--- src/rtl/hms_timer.sv ---
`default_nettype none
// +------------------------------------------------------------------------+
// | hms_timer : hour/minute/second time-of-day counter with alarm          |
// | Rev 1.0                                                                |
// +------------------------------------------------------------------------+
module hms_timer #(
  parameter int SEC_MAX = 59,
  parameter int MIN_MAX = 59,
  parameter int HR_MAX  = 23,
  parameter int WRAP    = 1
) (
  input  logic       clk,
  input  logic       rst_n,
  input  logic       tick,
  input  logic       run,
  input  logic       clr,
  input  logic       load,
  input  logic [5:0] ld_sec,
  input  logic [5:0] ld_min,
  input  logic [4:0] ld_hr,
  input  logic       alm_en,
  input  logic [5:0] alm_sec,
  input  logic [5:0] alm_min,
  input  logic [4:0] alm_hr,
  output logic [5:0] second,
  output logic [5:0] minute,
  output logic [4:0] hour,
  output logic       min_pulse,
  output logic       hr_pulse,
  output logic       alarm,
  output logic       done
);

  localparam logic [5:0] SEC_LIM      = 6'(SEC_MAX);
  localparam logic [5:0] MIN_LIM      = 6'(MIN_MAX);
  localparam logic [4:0] HR_LIM       = 5'(HR_MAX);
  localparam bit         HALT_AT_FULL = (WRAP == 0);

  logic [5:0] sec_q, sec_d, min_q, min_d;
  logic [4:0] hr_q, hr_d;
  logic       min_pulse_q, min_pulse_d;
  logic       hr_pulse_q, hr_pulse_d;
  logic       alarm_q, alarm_d;
  logic       done_q, done_d;

  logic       advance, sec_roll, min_roll, at_full, alm_match;
  logic [5:0] sec_nxt, min_nxt;
  logic [4:0] hr_nxt;

  assign advance  = run & tick & ~done_q & ~clr & ~load;
  assign sec_roll = (sec_q == SEC_LIM);
  assign min_roll = sec_roll & (min_q == MIN_LIM);
  assign at_full  = min_roll & (hr_q == HR_LIM);

  assign sec_nxt = sec_roll ? 6'd0 : sec_q + 6'd1;
  assign min_nxt = sec_roll ? ((min_q == MIN_LIM) ? 6'd0 : min_q + 6'd1) : min_q;
  assign hr_nxt  = min_roll ? ((hr_q == HR_LIM) ? 5'd0 : hr_q + 5'd1) : hr_q;

  // The next value never exceeds its limit, so an out-of-range alarm field cannot match.
  assign alm_match = alm_en && (alm_sec == sec_nxt) && (alm_min == min_nxt)
                     && (alm_hr == hr_nxt);

  always_comb begin
    sec_d       = sec_q;
    min_d       = min_q;
    hr_d        = hr_q;
    done_d      = done_q;
    min_pulse_d = 1'b0;
    hr_pulse_d  = 1'b0;
    alarm_d     = 1'b0;
    if (clr) begin
      sec_d  = 6'd0;
      min_d  = 6'd0;
      hr_d   = 5'd0;
      done_d = 1'b0;
    end else if (load) begin
      sec_d  = (ld_sec > SEC_LIM) ? SEC_LIM : ld_sec;
      min_d  = (ld_min > MIN_LIM) ? MIN_LIM : ld_min;
      hr_d   = (ld_hr > HR_LIM) ? HR_LIM : ld_hr;
      done_d = 1'b0;
    end else if (advance) begin
      if (HALT_AT_FULL && at_full) begin
        done_d = 1'b1;
      end else begin
        sec_d       = sec_nxt;
        min_d       = min_nxt;
        hr_d        = hr_nxt;
        min_pulse_d = sec_roll;
        hr_pulse_d  = min_roll;
        alarm_d     = alm_match;
      end
    end
  end

  always_ff @(posedge clk or negedge rst_n) begin
    if (!rst_n) begin
      sec_q       <= 6'd0;
      min_q       <= 6'd0;
      hr_q        <= 5'd0;
      min_pulse_q <= 1'b0;
      hr_pulse_q  <= 1'b0;
      alarm_q     <= 1'b0;
      done_q      <= 1'b0;
    end else begin
      sec_q       <= sec_d;
      min_q       <= min_d;
      hr_q        <= hr_d;
      min_pulse_q <= min_pulse_d;
      hr_pulse_q  <= hr_pulse_d;
      alarm_q     <= alarm_d;
      done_q      <= done_d;
    end
  end

  assign second    = sec_q;
  assign minute    = min_q;
  assign hour      = hr_q;
  assign min_pulse = min_pulse_q;
  assign hr_pulse  = hr_pulse_q;
  assign alarm     = alarm_q;
  assign done      = done_q;

endmodule
`default_nettype wire
--- config.mk ---
export PLATFORM = sky130hd
export DESIGN_NAME = hms_timer
export DESIGN_NICKNAME = d
export VERILOG_FILES = /design/src/rtl/hms_timer.sv
export SDC_FILE = /design/constraint.sdc
export NUM_CORES = 1
export LEC_CHECK = 0
export ABC_AREA = 1
export CORE_MARGIN = 2
export CORE_UTILIZATION = 41
export CTS_CLUSTER_SIZE = 20
export DETAILED_ROUTE_END_ITERATION = 10
export PLACE_DENSITY = 0.78
export SLEW_MARGIN = 40
export SYNTH_ARGS = -nofsm -noshare
export SYNTH_HDL_FRONTEND = slang
export SYNTH_SLANG_ARGS = --single-unit
--- constraint.sdc ---
create_clock -name clk -period 1.6 [get_ports clk]
set_input_delay 0.32 -clock clk [delete_from_list [all_inputs] [get_ports clk]]
set_output_delay 0.32 -clock clk [all_outputs]
set_load 0.02 [all_outputs]
==> impl_metrics.env, run 1 <==
export IMPL_p_leak_nw=1.45
export IMPL_ir_drop_uv=336
export IMPL_syn_avg_cell_area_um2=6.33
export IMPL_global_route_usage_met1_pct=34.1
export IMPL_vias=2382
export IMPL_hold_violations=0
export IMPL_maxSlewViolCount=0
export IMPL_grt_pass1_vias=2207
export IMPL_fp_dieH_um=69.4
export IMPL_grt_pass1_wl_um=10100
export IMPL_power_mw=1.73
export IMPL_path_max_fanout=3
export IMPL_routed_wl_um=6540
export IMPL_status="finished, violations left"
export IMPL_cts_path_max_buffers=2
export IMPL_clkTransAtPathRegs_ns=0.08
export IMPL_yosysWarnings=0
export IMPL_muxShareOfSynthArea_pct=0
export IMPL_multiInputGateArea_um2=1230
export IMPL_num_fill_cells=322
export IMPL_syn_area_um2=1750
export IMPL_powerDensity_nw_per_um2=586
export IMPL_vias_per_cell=5.54
export IMPL_cts_root_buffer="clkbuf_8"
export IMPL_initial_core_util_pct=43.2
export IMPL_regArea_um2=507
export IMPL_wire_per_inst_um=15.2
export IMPL_hold_path_class="primary input to async pin"
export IMPL_die_width_um=69.4
export IMPL_num_rows=23
export IMPL_fmax_mhz=568
export IMPL_syn_inst=277
export IMPL_nets=425
export IMPL_rsz0062_at_grt="true"
export IMPL_synth_seq_cells=20
export IMPL_cts_tree="yes"
export IMPL_place_hpwl_um=4810
export IMPL_core_um2=4060
export IMPL_synthArstFlopShare_pct=100
export IMPL_synth_xor_area_share_pct=1.50
export IMPL_synthAdderAreaFrac_pct=2.14
export IMPL_fin_skew_ns=0.00240
export IMPL_fin_setup_tns_ns=-0.201
export IMPL_drtIter0Drc=289
export IMPL_synth_top_family_by_area="simple AND/OR/NAND/NOR gates"
export IMPL_drive_above_1_share_pct=25.8
export IMPL_syn_nets=321
export IMPL_antenna_found_initial=0
export IMPL_io_buffers=60
export IMPL_finalWeightedCongestion=0.925
export IMPL_hold_buffers=0
export IMPL_synth_compound_area_share_pct=15.3
export IMPL_setup_violations=2
export IMPL_ios=62
export IMPL_dieArea_um2=4810
export IMPL_synth_edf_count=0
export IMPL_ys_flop_type="dfrtp_1"
export IMPL_cts_inserted_buffers=3
export IMPL_cts_sinks=20
export IMPL_start_kind="register"
export IMPL_crit_arrival_ns=1.96
export IMPL_syn_to_final_growth_pct=68.2
export IMPL_cp_required_ns=1.80
export IMPL_met2_usage_pct=43.5
export IMPL_pre_cts_ws_ns=-0.243
export IMPL_ys_seq_area_share_pct=28.6
export IMPL_grt_max_degree=21
export IMPL_h_tree_depth=1
export IMPL_min_period_ns=1.76
export IMPL_utilization_pct=72.7
export IMPL_clock_latency_ns=0.27
export IMPL_finalCritPeriodShare_pct=110
export IMPL_setup_ws_ns=-0.162
export IMPL_grt_ovfl_total=0
export IMPL_route_detailed_drc=0
export IMPL_grt_util_met3_pct=1.89
export IMPL_ys_types=27
export IMPL_busiest_layer="met2"
export IMPL_stdcell_area_um2=2950
export IMPL_drt_antenna_violating_nets=0
export IMPL_crit_type="register to register"
export IMPL_cap_violations=0
export IMPL_drt_first_pass_iters=7
export IMPL_yosys_area_share_simple_pct=41.4
export IMPL_cp_end_kind="register"
export IMPL_violations="negative setup slack"
export IMPL_grt_use_total_pct=25.9
export IMPL_n_antenna_cell=0
export IMPL_placed_area_um2=2710
## registers in the layout, indices dropped and copies added, names as in the netlist
name / count
hour: 5
second: 6
min_pulse: 1
minute: 6
hr_pulse: 1
alarm: 1
## layout by cell type (no fill, tap or decap)
| cell | instances |
|---|---|
| dfrtp_1 | 15 |
| inv_1 | 29 |
| a21oi_2 | 1 |
| nor2_1 | 18 |
| ha_4 | 2 |
| nor2_2 | 2 |
| clkinvlp_4 | 1 |
| clkdlybuf4s50_1 | 43 |
| a21oi_1 | 8 |
| xor2_1 | 3 |
| nand3_4 | 2 |
| nand3b_2 | 1 |
| dlygate4sd2_1 | 17 |
| nor3_1 | 1 |
| nor2_4 | 4 |
| a31oi_1 | 2 |
| conb_1 | 1 |
| o21ai_1 | 6 |
| nand2_4 | 5 |
| o21ai_0 | 17 |
| dfrtp_2 | 5 |
| nand2_2 | 9 |
| nand4_1 | 10 |
| nand3b_1 | 5 |
| buf_4 | 41 |
| o22ai_1 | 5 |
| inv_2 | 4 |
| o211ai_1 | 8 |
| o21ai_2 | 1 |
| buf_6 | 7 |
| nor3_2 | 2 |
| nand3_2 | 7 |
| nand3_1 | 24 |
| ha_1 | 1 |
| nand2_1 | 69 |
| clkbuf_8 | 4 |
## where the power goes
part / switching [mW] / total (mW) / internal [mW]
sequential: 0.0461 / 0.594 / 0.548
combinational: 0.383 / 0.725 / 0.343
clock: 0.188 / 0.408 / 0.220
total: 0.616 / 1.73 / 1.11
## worst max-delay path: stages, from the launching register on
cell and delay [ns]:
dfrtp_2 0.43, ha_4 0.18, inv_2 0.06, nor2_2 0.03
nand3b_1 0.22, buf_6 0.15, nand3_2 0.07, nand2_2 0.09
nand2_1 0.06, nand2_1 0.05, nand2_1 0.06, nor2_1 0.09
nand3_1 0.08, nor2_1 0.11
## final cells by class
type	count	share of cell area [%]
multi-input cells	214	41.6
repair buffers	108	32.8
flip-flops and latches	20	17.2
inverters	34	4.45
well taps	50	2.12
clock buffers	4	1.87
## metal layers
layer  part of all wire (%)  up-vias
li1                       -     1126
met1                     38     1076
met5                      0        -
met2                     50      149
met4                    4.3        0
met3                    8.5       31
## stage by stage
step	hold slack, ns	instances
finish	0.392	430
global placement	0.625	421
global route	0.411	430
detailed placement	0.628	421
CTS	0.396	426
floorplan	0.0244	277
## cell families after synthesis
| logic type | Yosys count |
|---|---|
| AOI/OAI and AO/OA | 48 |
| adders and majority gates | 3 |
| buffers and inverters | 43 |
| and+or+nand+nor | 159 |
| xor gates and xnor gates | 3 |
| other | 1 |
| DFF | 20 |
## synth_stat cells, types with 2 or more instances
library cell  instances  share of area, %
inv_1                31               6.6
buf_2                 2              0.57
clkbuf_1              3              0.64
inv_2                 2              0.43
ha_1                  3               2.1
buf_6                 3               1.9
nor2_2                3               1.1
nand2_1              77                16
nor3_1                3              0.86
nand4_1              10               3.6
a31oi_1               2              0.71
a21oi_1               9               2.6
nor2_1               21               4.5
nand2_2               5               1.8
dfrtp_1              20                29
xor2_1                3               1.5
o22ai_1               5               1.8
nand3_1              32               9.1
o21ai_0              24               6.9
o211ai_1              8               3.4
nand3b_1              5               2.1
## worst paths after layout
kind	startpoint	to	cells past startpoint	slack, ns
setup reg to reg	minute[0]	alarm	13	-0.16
hold reg to reg	hour[4]	hour[4]	2	0.63
min in group clk	hour[4]	hour[4]	2	0.63
setup / recovery	minute[0]	alarm	13	-0.16
hold / removal	rst_n	minute[2]	2	0.39
max in group asynchronous	rst_n	second[1]	2	0.97
## timing repair
item | 4_1_cts | 5_1_grt
setup endpoints to repair | 22 | 16
gates cloned | 0 | 1
pin swaps | 2 | 18
buffers inserted | 1 | 3
resized for setup | 21 | 49
Note: power is estimated with default switching activity, not from simulation.
==> inputs of run 2 (changes only) <==
--- a/config.mk
+++ b/config.mk
@@ -11,5 +11,5 @@
 export CTS_CLUSTER_SIZE = 20
 export DETAILED_ROUTE_END_ITERATION = 10
-export PLACE_DENSITY = 0.78
+export PLACE_DENSITY_LB_ADDON = 0.2
 export SLEW_MARGIN = 40
 export SYNTH_ARGS = -nofsm -noshare
==> constraint.sdc (replaced) <==
create_clock -name clk -period 1.6 [get_ports clk]
set_input_delay 0.48 -clock clk [delete_from_list [all_inputs] [get_ports clk]]
set_output_delay 0.48 -clock clk [all_outputs]
set_load 0.02 [all_outputs]
==> impl_metrics.env, run 2 (synthesis results as in run 1) <==
export IMPL_cap_violations=0
export IMPL_cts_inserted_buffers=3
export IMPL_hold_path_class="primary input to async pin"
export IMPL_crit_type="register to register"
export IMPL_grt_pass1_vias=2117
export IMPL_stdcell_area_um2=2930
export IMPL_finalWeightedCongestion=0.907
export IMPL_whs_ns=0.555
export IMPL_rsz0062_at_grt="true"
export IMPL_placed_cells=422
export IMPL_nets=425
export IMPL_crit_arrival_ns=1.92
export IMPL_route_detailed_drc=0
export IMPL_cts_tree="yes"
export IMPL_fp_dieH_um=69.4
export IMPL_final_common_cell="nand2_1"
export IMPL_min_period_ns=1.72
export IMPL_setup_ws_ns=-0.121
export IMPL_antenna_found_initial=0
export IMPL_routed_wl_um=6200
export IMPL_status="finished, violations left"
export IMPL_hold_violations=0
export IMPL_num_fill_cells=366
export IMPL_placed_area_um2=2710
export IMPL_start_kind="register"
export IMPL_finalCritPeriodShare_pct=108
export IMPL_syn_to_final_growth_pct=67.2
export IMPL_core_um2=4060
export IMPL_cp_required_ns=1.79
export IMPL_ir_drop_uv=373
export IMPL_drtIter0Drc=198
export IMPL_num_rows=23
export IMPL_cts_root_buffer="clkbuf_8"
export IMPL_powerDensity_nw_per_um2=588
export IMPL_clkTransAtPathRegs_ns=0.08
export IMPL_drt_first_pass_iters=4
export IMPL_vias=2325
export IMPL_clock_latency_ns=0.26
export IMPL_p_leak_nw=1.46
export IMPL_drive_above_1_share_pct=26.8
export IMPL_grt_ovfl_total=0
export IMPL_h_tree_depth=1
export IMPL_dieArea_um2=4810
export IMPL_grt_max_degree=21
export IMPL_die_width_um=69.4
export IMPL_initial_core_util_pct=43.2
export IMPL_drt_antenna_violating_nets=0
export IMPL_fmax_mhz=581
export IMPL_cts_sinks=20
export IMPL_grt_pass1_wl_um=9580
export IMPL_grt_use_total_pct=24.7
export IMPL_layout_cells_non_filler=430
export IMPL_wire_per_inst_um=14.4
export IMPL_cp_end_kind="register"
export IMPL_fin_skew_ns=0.00469
export IMPL_path_max_fanout=3
export IMPL_vias_per_cell=5.41
export IMPL_place_hpwl_um=4610
export IMPL_io_buffers=60
export IMPL_layout_common_cells="nand2_1 (72), buf_4 (40), clkdlybuf4s50_1 (38)"
export IMPL_n_antenna_cell=0
export IMPL_pre_cts_ws_ns=-0.390
export IMPL_maxSlewViolCount=0
export IMPL_violations="negative setup slack"
export IMPL_ios=62
export IMPL_setup_violations=2
export IMPL_cts_path_max_buffers=2
==> run 2: timing repair <==
action / CTS / global route
pin swaps: 1 / 15
setup endpoints to repair: 28 / 21
hold buffers: 0 / 0
setup buffers: 1 / 3
gates resized for setup: 35 / 54
cloned: 0 / 1
==> run 2: path summary, 6_finish.rpt <==
kind / from / to / slack (ns) / depth (start not counted)
max reg2reg: minute[0] / alarm / -0.12 / 12
min reg2reg: hour[1] / hour[1] / 0.65 / 2
min: rst_n / second[2] / 0.55 / 2
max in group asynchronous: rst_n / second[5] / 0.79 / 2
min in group clk: hour[1] / hour[1] / 0.65 / 2
max: minute[0] / alarm / -0.12 / 12
==> run 2: worst max-delay path, cell delays in order (launching register included) <==
cell and delay, ns:
dfrtp_2 0.39, ha_4 0.17, inv_2 0.04, nor2_1 0.09, nand3b_1 0.14, buf_4 0.18, nor2_4 0.11, nand2_1 0.10
nand3b_1 0.09, nand3_1 0.08, nor2_1 0.10, nand2_1 0.08, nor2_1 0.09
==> run 2: per-layer routing <==
metal | global-route usage, % | part of all wire (%)
met5 | 0 | 0
met4 | 6.54 | 2.0
met3 | 2.62 | 6.1
met2 | 43.2 | 51
met1 | 32.2 | 41
==> run 2: layout make-up <==
cell class | count | area [µm²] | area share [%]
Multi-Input combinational cell | 214 | 1210 | 41.2
Timing Repair Buffer | 108 | 968 | 33.0
Sequential cell | 20 | 508 | 17.3
Inverter | 34 | 128 | 4.36
Tap cell | 50 | 62.6 | 2.13
Clock buffer | 4 | 55.1 | 1.88
==> run 2: power breakdown <==
part,leakage [nW],switching (mW),internal (mW)
sequential,0.255,0.0519,0.548
combinational,1.18,0.371,0.342
clock,0.0288,0.190,0.220
total,1.46,0.613,1.11
==> run 2: per-stage QoR <==
stage / setup TNS (ns) / total power, mW / utilization, %
final: -0.143 / 1.72 / 72.2
after floorplan: 0 / 0.928 / -
after global placement: -3.62 / 1.28 / 66.9
after detailed placement: -4.45 / 1.29 / 66.9
after global routing: -0.809 / 1.83 / 72.2
after CTS: -0.136 / 1.68 / 68.6
==> inputs of run 3 (changes only) <==
Settings changed: GPL_ROUTABILITY_DRIVEN set to 0.
Clock period 1.6 ns to 1.48 ns, I/O delays scaled along.
==> impl_metrics.env, run 3 (synthesis results as in run 1) <==
export IMPL_syn_to_final_growth_pct=87.4
export IMPL_clkTransAtPathRegs_ns=0.09
export IMPL_hold_path_class="primary input to async pin"
export IMPL_r2r_end="alarm"
export IMPL_dieArea_um2=4810
export IMPL_power_mw=2.00
export IMPL_setup_violations=18
export IMPL_core_um2=4060
export IMPL_wire_per_inst_um=17.1
export IMPL_layout_cells_non_filler=455
export IMPL_grt_pass1_wl_um=11300
export IMPL_cts_path_max_buffers=2
export IMPL_setup_ws_ns=-0.392
export IMPL_maxSlewViolCount=0
export IMPL_r2r_cells=12
export IMPL_ir_drop_uv=335
export IMPL_start_kind="register"
export IMPL_antenna_found_initial=0
export IMPL_num_rows=23
export IMPL_grt_use_total_pct=29.1
export IMPL_cts_inserted_buffers=3
export IMPL_cts_tree="yes"
export IMPL_drive_above_1_share_pct=39.3
export IMPL_vias=2620
export IMPL_rsz0062_at_grt="true"
export IMPL_die_width_um=69.4
export IMPL_grt_ovfl_total=0
export IMPL_place_hpwl_um=4840
export IMPL_r2r_start="second[1]"
export IMPL_routed_wl_um=7760
export IMPL_drt_antenna_violating_nets=0
export IMPL_n_antenna_cell=0
export IMPL_hold_violations=0
export IMPL_grt_max_degree=21
export IMPL_crit_arrival_ns=2.08
export IMPL_cap_violations=0
export IMPL_cp_end_kind="register"
export IMPL_fin_skew_ns=0.00317
export IMPL_timing_reg2reg_setup_slack_ns=-0.39
export IMPL_path_max_fanout=7
export IMPL_fp_dieH_um=69.4
export IMPL_min_period_ns=1.87
export IMPL_fmax_mhz=534
export IMPL_crit_type="register to register"
export IMPL_cp_required_ns=1.68
export IMPL_cts_root_buffer="clkbuf_8"
export IMPL_p_leak_nw=1.60
export IMPL_violations="negative setup slack"
export IMPL_hold_buffers=0
export IMPL_h_tree_depth=1
export IMPL_status="finished, violations left"
export IMPL_grt_pass1_vias=2449
export IMPL_placed_cells=440
export IMPL_powerDensity_nw_per_um2=609
export IMPL_clock_latency_ns=0.27
export IMPL_ios=62
export IMPL_initial_core_util_pct=43.2
export IMPL_finalCritPeriodShare_pct=126
export IMPL_drtIter0Drc=203
export IMPL_fin_setup_tns_ns=-1.39
export IMPL_layout_common_cells="nand2_1 (60), buf_4 (55), clkdlybuf4s50_1 (36)"
export IMPL_nets=450
export IMPL_route_detailed_drc=0
export IMPL_cts_sinks=20
export IMPL_io_buffers=60
export IMPL_drt_first_pass_iters=5
export IMPL_vias_per_cell=5.76
export IMPL_final_common_cell="nand2_1"
## run 3: worst max path at each step
stage / from / to
detailed placement: tick / second[0]
global placement: load / second[0]
global route: second[1] / alarm
finish: second[1] / alarm
CTS: second[0] / alarm
floorplan: second[0] / alarm
## run 3: layout make-up
class	instances	area, µm²
Timing Repair Buffer	133	1200
Clock buffer	4	45.0
Inverter	34	128
Fill cell	276	772
Multi-Input combinational cell	214	1340
Sequential cell	20	509
Tap cell	50	62.6
## run 3: what timing repair did
| item | 4_1_cts | 5_1_grt |
|---|---|---|
| endpoints found under the setup margin | 38 | 29 |
| hold endpoints to repair | 0 | 0 |
| gates resized for setup | 98 | 68 |
| cloned | 1 | 0 |
| buffers inserted | 5 | 6 |
| pin swaps | 18 | 24 |
## run 3: layer usage
layer / vias to the layer above / track usage [%] / share of wire [%] / routed length [µm]
met5: - / 0 / 0 / 0
met1: 1210 / 35.7 / 36 / 2820
met3: 45 / 5.23 / 9.1 / 709
met4: 0 / 10.5 / 4.9 / 379
met2: 177 / 50.7 / 50 / 3850
li1: 1188 / - / - / -
## run 3: stage by stage
step | hold slack [ns] | cell area (µm²) | util, % | worst slack (ns)
2_1_floorplan | 0.148 | 1800 | - | -0.0968
3_3_place_gp | 0.627 | 2870 | 70.7 | -0.421
3_5_place_dp | 0.648 | 2870 | 70.7 | -0.461
4_1_cts | 0.529 | 3070 | 75.7 | -0.207
5_1_grt | 0.527 | 3290 | 81.0 | -0.457
6_report | 0.521 | 3290 | 81.0 | -0.392
## run 3: worst max-delay path: stages (launching register included)
cell,delay (ns)
dfrtp_2,0.41
ha_4,0.18
nand3_4,0.07
nor2_4,0.22
nand2_4,0.13
nand2_1,0.09
o21ai_1,0.06
buf_4,0.14
nand2_1,0.05
nand3_1,0.08
nor2_1,0.17
nand3_1,0.11
nor2_1,0.09
## run 3: power by group
group,total (mW),switching (mW),internal [mW]
logic,0.945,0.483,0.463
registers,0.649,0.0558,0.593
clock network,0.407,0.214,0.193
